**src/rtl/rr_arb8.sv**
```systemverilog
// Eight-way round-robin arbiter with bounded tenure.
// Publishes the owner as {valid, index} for the 7-segment path.
module rr_arb8 #(
    parameter int unsigned HOLD_MAX = 15
) (
    input  logic       clk,
    input  logic       rst_n,
    input  logic       en,
    input  logic [7:0] req,
    output logic [7:0] gnt,
    output logic [3:0] l,
    output logic [7:0] gnt_total
);

    localparam logic [7:0] HOLD_LAST = 8'(HOLD_MAX - 1);

    typedef enum logic {
        S_IDLE,
        S_GRANT
    } state_t;

    state_t     r_state;
    state_t     w_state_nxt;
    logic [2:0] r_owner;
    logic [2:0] w_owner_nxt;
    logic [2:0] r_ptr;
    logic [2:0] w_ptr_nxt;
    logic [7:0] r_hold;
    logic [7:0] w_hold_nxt;
    logic [7:0] r_total;
    logic [7:0] r_gnt;
    logic [3:0] r_l;
    logic [7:0] w_others;
    logic [2:0] w_win_all;
    logic [2:0] w_win_oth;
    logic       w_grant;
    logic [2:0] w_win;
    logic [7:0] w_gnt_nxt;
    logic [3:0] w_l_nxt;

    // First set bit of r, searching upward from start with wrap.
    function automatic logic [2:0] rr_pick(
        input logic [7:0] r,
        input logic [2:0] start
    );
        logic [2:0] idx;
        logic       found;
        rr_pick = start;
        found   = 1'b0;
        for (int i = 0; i < 8; i++) begin
            idx = start + 3'(i);
            if (!found && r[idx]) begin
                rr_pick = idx;
                found   = 1'b1;
            end
        end
    endfunction

    assign w_others  = req & ~(8'b1 << r_owner);
    assign w_win_all = rr_pick(req, r_ptr);
    assign w_win_oth = rr_pick(w_others, r_ptr);

    always_comb begin
        w_state_nxt = r_state;
        w_owner_nxt = r_owner;
        w_ptr_nxt   = r_ptr;
        w_hold_nxt  = r_hold;
        w_grant     = 1'b0;
        w_win       = w_win_all;
        unique case (r_state)
            S_IDLE: begin
                if (en && |req) begin
                    w_grant = 1'b1;
                end
            end
            S_GRANT: begin
                if (!en) begin
                    w_state_nxt = S_IDLE;
                end else if (!req[r_owner]) begin
                    if (|req) begin
                        w_grant = 1'b1;
                    end else begin
                        w_state_nxt = S_IDLE;
                    end
                end else if (r_hold == HOLD_LAST && |w_others) begin
                    w_grant = 1'b1;
                    w_win   = w_win_oth;
                end else if (r_hold != HOLD_LAST) begin
                    w_hold_nxt = r_hold + 8'd1;
                end
            end
            default: w_state_nxt = S_IDLE;
        endcase
        if (w_grant) begin
            w_state_nxt = S_GRANT;
            w_owner_nxt = w_win;
            w_ptr_nxt   = w_win + 3'd1;
            w_hold_nxt  = 8'd0;
        end
    end

    assign w_gnt_nxt = (w_state_nxt == S_GRANT) ? (8'b1 << w_owner_nxt) : 8'h00;
    assign w_l_nxt   = (w_state_nxt == S_GRANT) ? {1'b1, w_owner_nxt} : 4'b0000;

    always_ff @(posedge clk) begin
        if (!rst_n) begin
            r_state <= S_IDLE;
            r_owner <= 3'd0;
            r_ptr   <= 3'd0;
            r_hold  <= 8'd0;
            r_total <= 8'd0;
            r_gnt   <= 8'h00;
            r_l     <= 4'b0000;
        end else begin
            r_state <= w_state_nxt;
            r_owner <= w_owner_nxt;
            r_ptr   <= w_ptr_nxt;
            r_hold  <= w_hold_nxt;
            r_gnt   <= w_gnt_nxt;
            r_l     <= w_l_nxt;
            if (w_grant) begin
                r_total <= r_total + 8'd1;
            end
        end
    end

    assign gnt       = r_gnt;
    assign l         = r_l;
    assign gnt_total = r_total;

endmodule

```
**config.mk**
```make
export PLATFORM = sky130hd
export DESIGN_NAME = rr_arb8
export DESIGN_NICKNAME = d
export VERILOG_FILES = /design/src/rtl/rr_arb8.sv
export SDC_FILE = /design/constraint.sdc
export NUM_CORES = 1
export LEC_CHECK = 0
export CORE_ASPECT_RATIO = 0.5
export CORE_MARGIN = 3
export CORE_UTILIZATION = 53
export DETAILED_ROUTE_END_ITERATION = 12
export PLACE_DENSITY_LB_ADDON = 0.08
export SLEW_MARGIN = 20
export SYNTH_ARGS = -nofsm -noshare
export SYNTH_HDL_FRONTEND = slang
export SYNTH_SLANG_ARGS = --single-unit
```
**constraint.sdc**
```tcl
create_clock -name clk -period 4.4 [get_ports clk]
set_clock_uncertainty 0.2 [all_clocks]
set_input_delay 0.88 -clock clk [delete_from_list [all_inputs] [get_ports clk]]
set_output_delay 0.88 -clock clk [all_outputs]
set_load 0.1 [all_outputs]
```
After elaboration in Yosys (flattened, before gate mapping)
Index checks and enable logic that the tools add are counted.

storage, ports and cells
  flip-flop bits (word level) = 35
  input bits = 11
  output and inout port bits = 20
  word-level logic and storage cells = 149

operators by class
  $add $sub $neg = 10
  $lt $le $gt $ge = 9
  eq/ne operators = 2
  shift-type cells = 2
  multiplexer cells = 78
  bitwise logic cells = 5
  reductions and logical operators = 35

operator list
  operator             number
  $mux 3               19
  $bmux 1 s3           17
  $mux 1               40
  $lt 3x4->1 const B   9
  $add 8x1->8 const B  2
  $logic_and 1x1->1    16
  $reduce_or 8->1      2
  $shl 1x3->8 const A  2
  $logic_not 1->1      14
  $add 3x3->3 const B  4
  $and 8x8->8          1
  $eq 8x4->1 const B   1
  $ne 8x4->1 const B   1
  $not 8->8            1
  $add 3x1->3 const B  2
  $add 3x2->3 const B  2
  $reduce_and 5->1     1
  $mux 4               1
  $not 1->1            3
  $pmux 1 s2           1
  $reduce_and 2->1     1
  $reduce_or 2->1      1

Depth between registers and ports, before layout
Gate-level depths: netlist (run 1).

  depth in word-level cells = 33
  mapped depth = 15
  depth with buffers taken out = 12

Worst setup path before layout (run 1)
No wires, ideal clock.

  kind = reg-to-reg
  start point = register r_ptr[1]
  end point = register r_ptr[2]
  setup time = 0.074 ns
  arrival time = 3.480 ns
  data required time = 4.126 ns
  slack = 0.647 ns
  stages on the path, launching flop included = 14
  path buffers = 2
  period minus slack after synthesis = 3.753 ns
  cells stage by stage = dfxtp_1 > buf_2 > clkinv_1 > ha_1 > buf_6 > mux2_2 > mux4_2 > nand2_1 > o2111ai_1 > o2111ai_1 > o31ai_2 > xnor2_1 > or4_1 > o211ai_2

on the way
  longest elaborated chain between the ends = 29
  elaborated cells on any way between the ends = 100
  classes of those cells = 8 x add/sub; 64 x mux; 28 x reduce/logical

ends and longest elaborated chain
  what                                                                  RTL line  text
  from (decl)                                                           26        logic [2:0] r_ptr;
  from (signal assigned)                                                117       r_ptr <= w_ptr_nxt;
  parallel branches: the longest is 27 deep, another holds $add 3x1->3  -
  $mux 3 *                                                              70        unique case (r_state)
  $add 3x1->3 *                                                         97        w_ptr_nxt = w_win + 3'd1;

Mark *: on every way between the ends. The select of a mux whose other input is x is not followed.
A chain may end at the register's enable or synchronous reset.

Final worst setup path (run 1)
  start point = input req[0]
  end point = register r_ptr[2]

on the way
  longest elaborated chain between the ends = 30
  elaborated cells on any way between the ends = 106
  classes of those cells = 1 x add/sub; 72 x mux; 1 x bitwise; 32 x reduce/logical

ends and longest elaborated chain
  what                          RTL line  text
  from (decl)                   9         input logic [7:0] req,
  $and 8x8->8                   59        assign w_others = req & ~(8'b1 << r_owner);
  $bmux 1 s3                    52        if (!found && r[idx]) begin
  $mux 1 (not written as such)  52
  $mux 1                        52
  $logic_not 1->1               52
  $logic_and 1x1->1             52
  $mux 1                        52
  $logic_not 1->1               52
  [... 14 more ...]             -
  $logic_not 1->1               52
  $logic_and 1x1->1             52
  $mux 3                        52
  $mux 3                        85        end else if (r_hold == HOLD_LAST && |w_others) begin
  $mux 3                        79        end else if (!req[r_owner]) begin
  $mux 3                        77        if (!en) begin
  $mux 3                        70
  $add 3x1->3                   97

Parallel ways exist; a longest one is shown, timed or not. The select of a mux whose other input is x is not followed.

==> results of run 1 <==
==> worst max-delay path: cells and delay by family <==
kind,cells,cell delay (ns)
buffers and inverters,1,0.63
AND/OR/NAND/NOR,3,0.88
multiplexers,1,0.57
AO/OA/AOI/OAI,6,1.23
==> flip-flops by register name, indices dropped and copies added (netlist names) <==
name and count:
gnt 8, gnt_total 8, l 3, r_hold 8, r_owner 3, r_ptr 3, r_state 1
==> per-layer routing <==
| metal | track usage, % | vias up | part of all wire, % |
|---|---|---|---|
| met4 | 5.858 | 0 | 0.99 |
| li1 | - | 1767 | - |
| met2 | 46.00 | 197 | 45 |
| met5 | 0 | - | 0 |
| met1 | 37.94 | 1803 | 43 |
| met3 | 7.604 | 14 | 11 |
==> final cells by class <==
class / instances / share of cell area [%]
tap: 88 / 2.565
inverter: 17 / 1.486
clock inverter: 3 / 0.9327
sequential: 34 / 15.86
multi-input combinational: 357 / 62.08
clock buffer: 5 / 2.915
timing repair buffer: 71 / 14.16
==> layout by cell type (no fill, tap or decap), drive strengths merged, types with 11 or more instances in the layout <==
cell type and instances:
nand2 34, inv 15, xor2 13, buf 41, dfxtp 34, nor2 49, nand3 17, nand2b 20
mux4 13, o22ai 11, mux2i 13, o221ai 12, and2 11, clkdlybuf4s50 30
==> where the power goes <==
part	switching [mW]	internal [mW]
Sequential	0.0797	0.344
Combinational	1.24	0.872
Clock	0.119	0.264
==> path summary, 6_finish.rpt <==
path / from / end / slack (ns) / cells after the start
max: req[0] / r_ptr[2]$_SDFFE_PN0P_ / 0.21 / 11
min: gnt_total[1]$_SDFFE_PN0P_ / gnt_total[1]$_SDFFE_PN0P_ / 0.32 / 2
max reg2reg: r_ptr[1]$_SDFFE_PN0P_ / r_ptr[2]$_SDFFE_PN0P_ / 0.36 / 12
min reg2reg: gnt_total[1]$_SDFFE_PN0P_ / gnt_total[1]$_SDFFE_PN0P_ / 0.32 / 2
==> stage by stage <==
step | TNS (ns) | worst slack, ns | area, um2 | hold WS [ns] | util (%)
after floorplan | 0 | 0.6467 | 3586 | 0.2729 | -
after global placement | 0 | 0.02837 | 4128 | 0.2905 | 65.46
after detailed placement | -0.02052 | -0.02052 | 4128 | 0.3081 | 65.46
after CTS | 0 | 0.2442 | 4293 | 0.3288 | 68.08
after global routing | 0 | 0.1299 | 4293 | 0.3584 | 68.08
final | 0 | 0.2059 | 4293 | 0.3240 | 68.08
==> cells by family (layout without fill, tap and decap cells) <==
kind of cell	after synthesis	in the layout	synth area share, %
simple gates	186	186	27.98
buf+inv	51	96	6.699
fa+ha+maj	5	5	1.745
xor+xnor	23	23	5.617
mux	34	34	14.41
flops	34	34	18.98
compound gates	109	109	24.56
==> flow_summary.json, run 1 <==
{
  "status": "finished, final reports clean",
  "cts_buffer_depth": 2,
  "cp-start-kind": "input port",
  "grt_pass1_vias": 3528,
  "wl_um": 11060,
  "setup_viol": 0,
  "syn_area_um2": 3586,
  "endpoint_kind": "register",
  "ios": 31,
  "grt-ovfl-total": 0,
  "critPathMostFrequentCell": "o32ai_1",
  "synth_top_area_share_pct": 18.98,
  "gp_congestion": 0.9955,
  "vdd_drop_max_v": 0.0003721,
  "netlist_top_cells_count": "nor2_1, dfxtp_1, nand2_1, nand2b_1, buf_2",
  "vias": 3781,
  "ys_types": 83,
  "cts_setup_buffers": 0,
  "crit_fanout": 12,
  "grt_max_degree": 27,
  "worstMarginPinSlew_ns": 0.9867,
  "synth_top_area_cell": "dfxtp_1",
  "routedWlPerCell_um": 19.24,
  "required_ns": 4.40,
  "crit_chain": "clkdlybuf4s50_1 > mux4_2 > or2_2 > a31oi_2 > o2111ai_1 > o32ai_1 > o32ai_1 > o211ai_1 > nand2_1 > or4_1 > o211ai_2",
  "slew_headroom_pct": 34.01,
  "critPathKind": "input port to register",
  "coreArea_um2": 6306,
  "cts_made_buffers": 5,
  "htreeDepth": 2,
  "ctsHoldBuffers": 0,
  "viasPerCell": 6.576,
  "placed_cells": 567,
  "p_total_mw": 2.914,
  "syn_inst": 442,
  "ys.flop_type": "dfxtp_1",
  "synthArstFlopShare_pct": 0,
  "clk_latency_ns": 0.27,
  "synth-edff-count": 0,
  "hold_path_class": "register to register",
  "cts_tree": "built",
  "regArea_um2": 680.7,
  "cts_sinks": 34,
  "synth_area_leaders": "dfxtp_1, mux4_2, nor2_1",
  "syn_avg_cell_area_um2": 8.113,
  "antenna_cells": 0,
  "cts-root-buf": "clkbuf_16",
  "crit_path_max_incr_delay_ns": 0.63,
  "final_nets": 502,
  "cp_slowest_cell": "clkdlybuf4s50_1",
  "syn_nets": 458,
  "multiInputGateArea_um2": 2665,
  "die_y_um": 64.17,
  "layout-drive-gt1-share_pct": 18.48,
  "clkTransAtPathRegs_ns": 0.05,
  "cts_resized": 0,
  "grt_pass1_wl_um": 17950,
  "antenna_found_initial": 0,
  "num_rows": 20,
  "ys_seq_elements": 34,
  "start_util_pct": 56.87,
  "io_buffers": 30,
  "finalCriticalPeriod_ns": 4.194,
  "fp.dieArea_um2": 7849,
  "yosys_warnings": 0,
  "synth_most_common_cell": "nor2_1",
  "period_share_pct": 95.32,
  "pwr_density_cell_nw_per_um2": 678.9,
  "drc": 0,
  "area_growth_syn_to_layout_pct": 19.71,
  "dr.pass1.iters": 5,
  "ys_seq_area_share_pct": 18.98,
  "drtAntennaViolNets": 0,
  "fmax_ghz": 0.2384,
  "arrival_ns": 4.19,
  "rsz0062_at_grt": "false",
  "fill_cells": 522,
  "hpwl_um": 8470,
  "die_x_um": 122.3,
  "hold_viol_final": 0,
  "maxCapViolations": 0,
  "fin_cells": 575,
  "power.leakage_nw": 1.575,
  "slew_violations": 0,
  "first_iter_violations": 450,
  "grt_use_total_pct": 28.35
}
(Power assumes the default switching activity.)
==> run 2, diff against run 1 <==
--- a/config.mk
+++ b/config.mk
@@ -9,7 +9,10 @@
 export CORE_MARGIN = 3
 export CORE_UTILIZATION = 53
 export DETAILED_ROUTE_END_ITERATION = 12
+export DONT_BUFFER_PORTS = 1
 export PLACE_DENSITY_LB_ADDON = 0.08
+export REMOVE_ABC_BUFFERS = 1
+export SETUP_SLACK_MARGIN = 0.2
 export SLEW_MARGIN = 20
 export SYNTH_ARGS = -nofsm -noshare
 export SYNTH_HDL_FRONTEND = slang
==> flow_summary.json, run 2 (same netlist as run 1, synthesis figures left out) <==
{
  "grt_use_total_pct": 27.08,
  "cp-start-kind": "register",
  "switching_share_pct": 50.51,
  "area_growth_syn_to_layout_pct": 5.059,
  "final_nets": 441,
  "hold_viol_final": 0,
  "regArea_um2": 681.9,
  "crit_chain": "buf_4 > buf_4 > mux4_2 > mux2_2 > a31oi_2 > o2111ai_1 > o32ai_1 > o32ai_1 > o211ai_1 > nand2_1 > or4_1 > o211ai_2",
  "setup_tns_ns": 0,
  "layout-drive-gt1-share_pct": 13.85,
  "reg2reg_from": "r_ptr[0]$_SDFFE_PN0P_",
  "critPathKind": "register to register",
  "p_sw_mw": 1.363,
  "crit_fanout": 25,
  "power.leakage_nw": 1.313,
  "r2r_slack_ns": 0.40,
  "clkTransAtPathRegs_ns": 0.05,
  "slew_headroom_pct": 28.66,
  "fin_cells": 514,
  "final_common_cell": "nor2_1",
  "placed_cells": 506,
  "clk_latency_ns": 0.27,
  "fp.dieArea_um2": 7849,
  "antenna_cells": 0,
  "die_y_um": 64.17,
  "startpoint": "r_ptr[0]$_SDFFE_PN0P_",
  "routedWlPerCell_um": 20.06,
  "num_rows": 20,
  "crit_path_max_incr_delay_ns": 0.60,
  "period_share_pct": 91.01,
  "r2r_cells": 12,
  "rsz0062_at_grt": "true",
  "io_buffers": 0,
  "cp_slowest_cell": "mux4_2",
  "hold_path_class": "register to register",
  "p_seq_share_pct": 19.4,
  "gp_congestion": 1.074,
  "power_frac_comb_pct": 66.5,
  "cts-root-buf": "clkbuf_16",
  "hpwl_um": 7787,
  "fill_cells": 576,
  "arrival_ns": 4.00,
  "grt_pass1_vias": 3323,
  "layout_common_cells": "nor2_1, nand2_1, dfxtp_1",
  "slew_violations": 0,
  "multiInputGateArea_um2": 2674,
  "htreeDepth": 2,
  "p_int_mw": 1.335,
  "endpoint_kind": "register",
  "fin_util_pct": 59.74,
  "grt_pass1_wl_um": 17170,
  "dr.pass1.iters": 6,
  "r2r-end": "r_ptr[2]$_SDFFE_PN0P_",
  "ios": 31,
  "die_x_um": 122.3,
  "cp_num_buf_inv": 2,
  "pwr_density_cell_nw_per_um2": 716.1,
  "vdd_drop_max_v": 0.0004448,
  "grt-ovfl-total": 0,
  "clockPowerShare_pct": 14.1,
  "status": "finished, final reports clean",
  "antenna_found_initial": 0,
  "viasPerCell": 6.942,
  "cts_sinks": 34,
  "cts_made_buffers": 5,
  "cts_tree": "built",
  "grt_max_degree": 27,
  "drc": 0,
  "maxCapViolations": 0,
  "crit_path_end": "r_ptr[2]$_SDFFE_PN0P_",
  "wl_um": 10310,
  "start_util_pct": 56.87,
  "vias": 3568,
  "finalCriticalPeriod_ns": 4.005,
  "crit_cells": 12,
  "drtAntennaViolNets": 0,
  "required_ns": 4.39,
  "setup_viol": 0,
  "crit_family": "compound AO/OA/AOI/OAI gates",
  "worstMarginPinSlew_ns": 1.069,
  "fmax_ghz": 0.2497,
  "coreArea_um2": 6306,
  "ctsHoldBuffers": 0,
  "first_iter_violations": 645,
  "cts_buffer_depth": 2
}
[run 2: cell types whose count changed in the layout (fill, tap and decap cells not counted), sizes merged]
cell and change:
buf -31, clkdlybuf4s50 -30, clkbuf +2, clkinv -2
[run 2: final cells by class]
type	count	share of cell area (%)
timing repair buffer	10	1.993
inverter	17	1.694
clock inverter	1	0.7971
sequential	34	18.10
multi-input combinational	357	70.97
clock buffer	7	3.520
tap	88	2.923
[run 2: routing by layer]
metal | wire length, um | track usage [%] | share of wire [%]
met2 | 4467 | 41.01 | 43
met1 | 4341 | 38.37 | 42
met5 | 0 | 0 | 0
met4 | 124 | 5.439 | 1.2
met3 | 1375 | 7.692 | 13
[run 2: per-stage QoR]
stage	power [mW]	hold slack, ns	setup WS (ns)	cell area, um2
final	2.698	0.3290	0.3955	3767
after floorplan	1.840	0.2729	-0.3339	3410
after CTS	2.639	0.3294	0.3561	3757
after global placement	2.238	0.2928	0.5502	3595
after detailed placement	2.254	0.3143	0.3723	3595
after global routing	2.865	0.3774	0.1820	3767
[run 2: how the worst min path moves through the flow]
stage / startpoint / to / slack [ns] / cells past startpoint
6_report: r_hold[3]$_SDFFE_PP0P_ / r_hold[3]$_SDFFE_PP0P_ / 0.33 / 2
5_1_grt: r_hold[3]$_SDFFE_PP0P_ / r_hold[3]$_SDFFE_PP0P_ / 0.38 / 2
4_1_cts: r_hold[3]$_SDFFE_PP0P_ / r_hold[3]$_SDFFE_PP0P_ / 0.33 / 2
3_5_place_dp: r_hold[3]$_SDFFE_PP0P_ / r_hold[3]$_SDFFE_PP0P_ / 0.31 / 2
3_3_place_gp: r_hold[3]$_SDFFE_PP0P_ / r_hold[3]$_SDFFE_PP0P_ / 0.29 / 2
2_1_floorplan: r_hold[3]$_SDFFE_PP0P_ / r_hold[3]$_SDFFE_PP0P_ / 0.27 / 2
[run 2: power groups by stage]
| stage | clock (mW) | sequential, mW | combinational, mW |
|---|---|---|---|
| after floorplan | 0 | 0.567 | 1.27 |
| after global placement | 0 | 0.524 | 1.71 |
| after detailed placement | 0 | 0.526 | 1.73 |
| after CTS | 0.384 | 0.520 | 1.73 |
| after global routing | 0.397 | 0.534 | 1.93 |
| final | 0.380 | 0.523 | 1.80 |
[run 2: what timing repair did]
item / in CTS / in global routing
endpoints found under the hold margin: 0 / 0
setup buffers: 0 / 0
endpoints found under the setup margin: 0 / 8
resized for setup: 0 / 3
[run 2: worst register-to-register path, cell delays in order, from the launching register on]
cell	delay (ns)
dfxtp_1	0.35
buf_4	0.21
buf_4	0.30
mux4_2	0.60
mux2_2	0.33
a31oi_2	0.18
o2111ai_1	0.31
o32ai_1	0.39
o32ai_1	0.12
o211ai_1	0.23
nand2_1	0.13
or4_1	0.46
o211ai_2	0.10
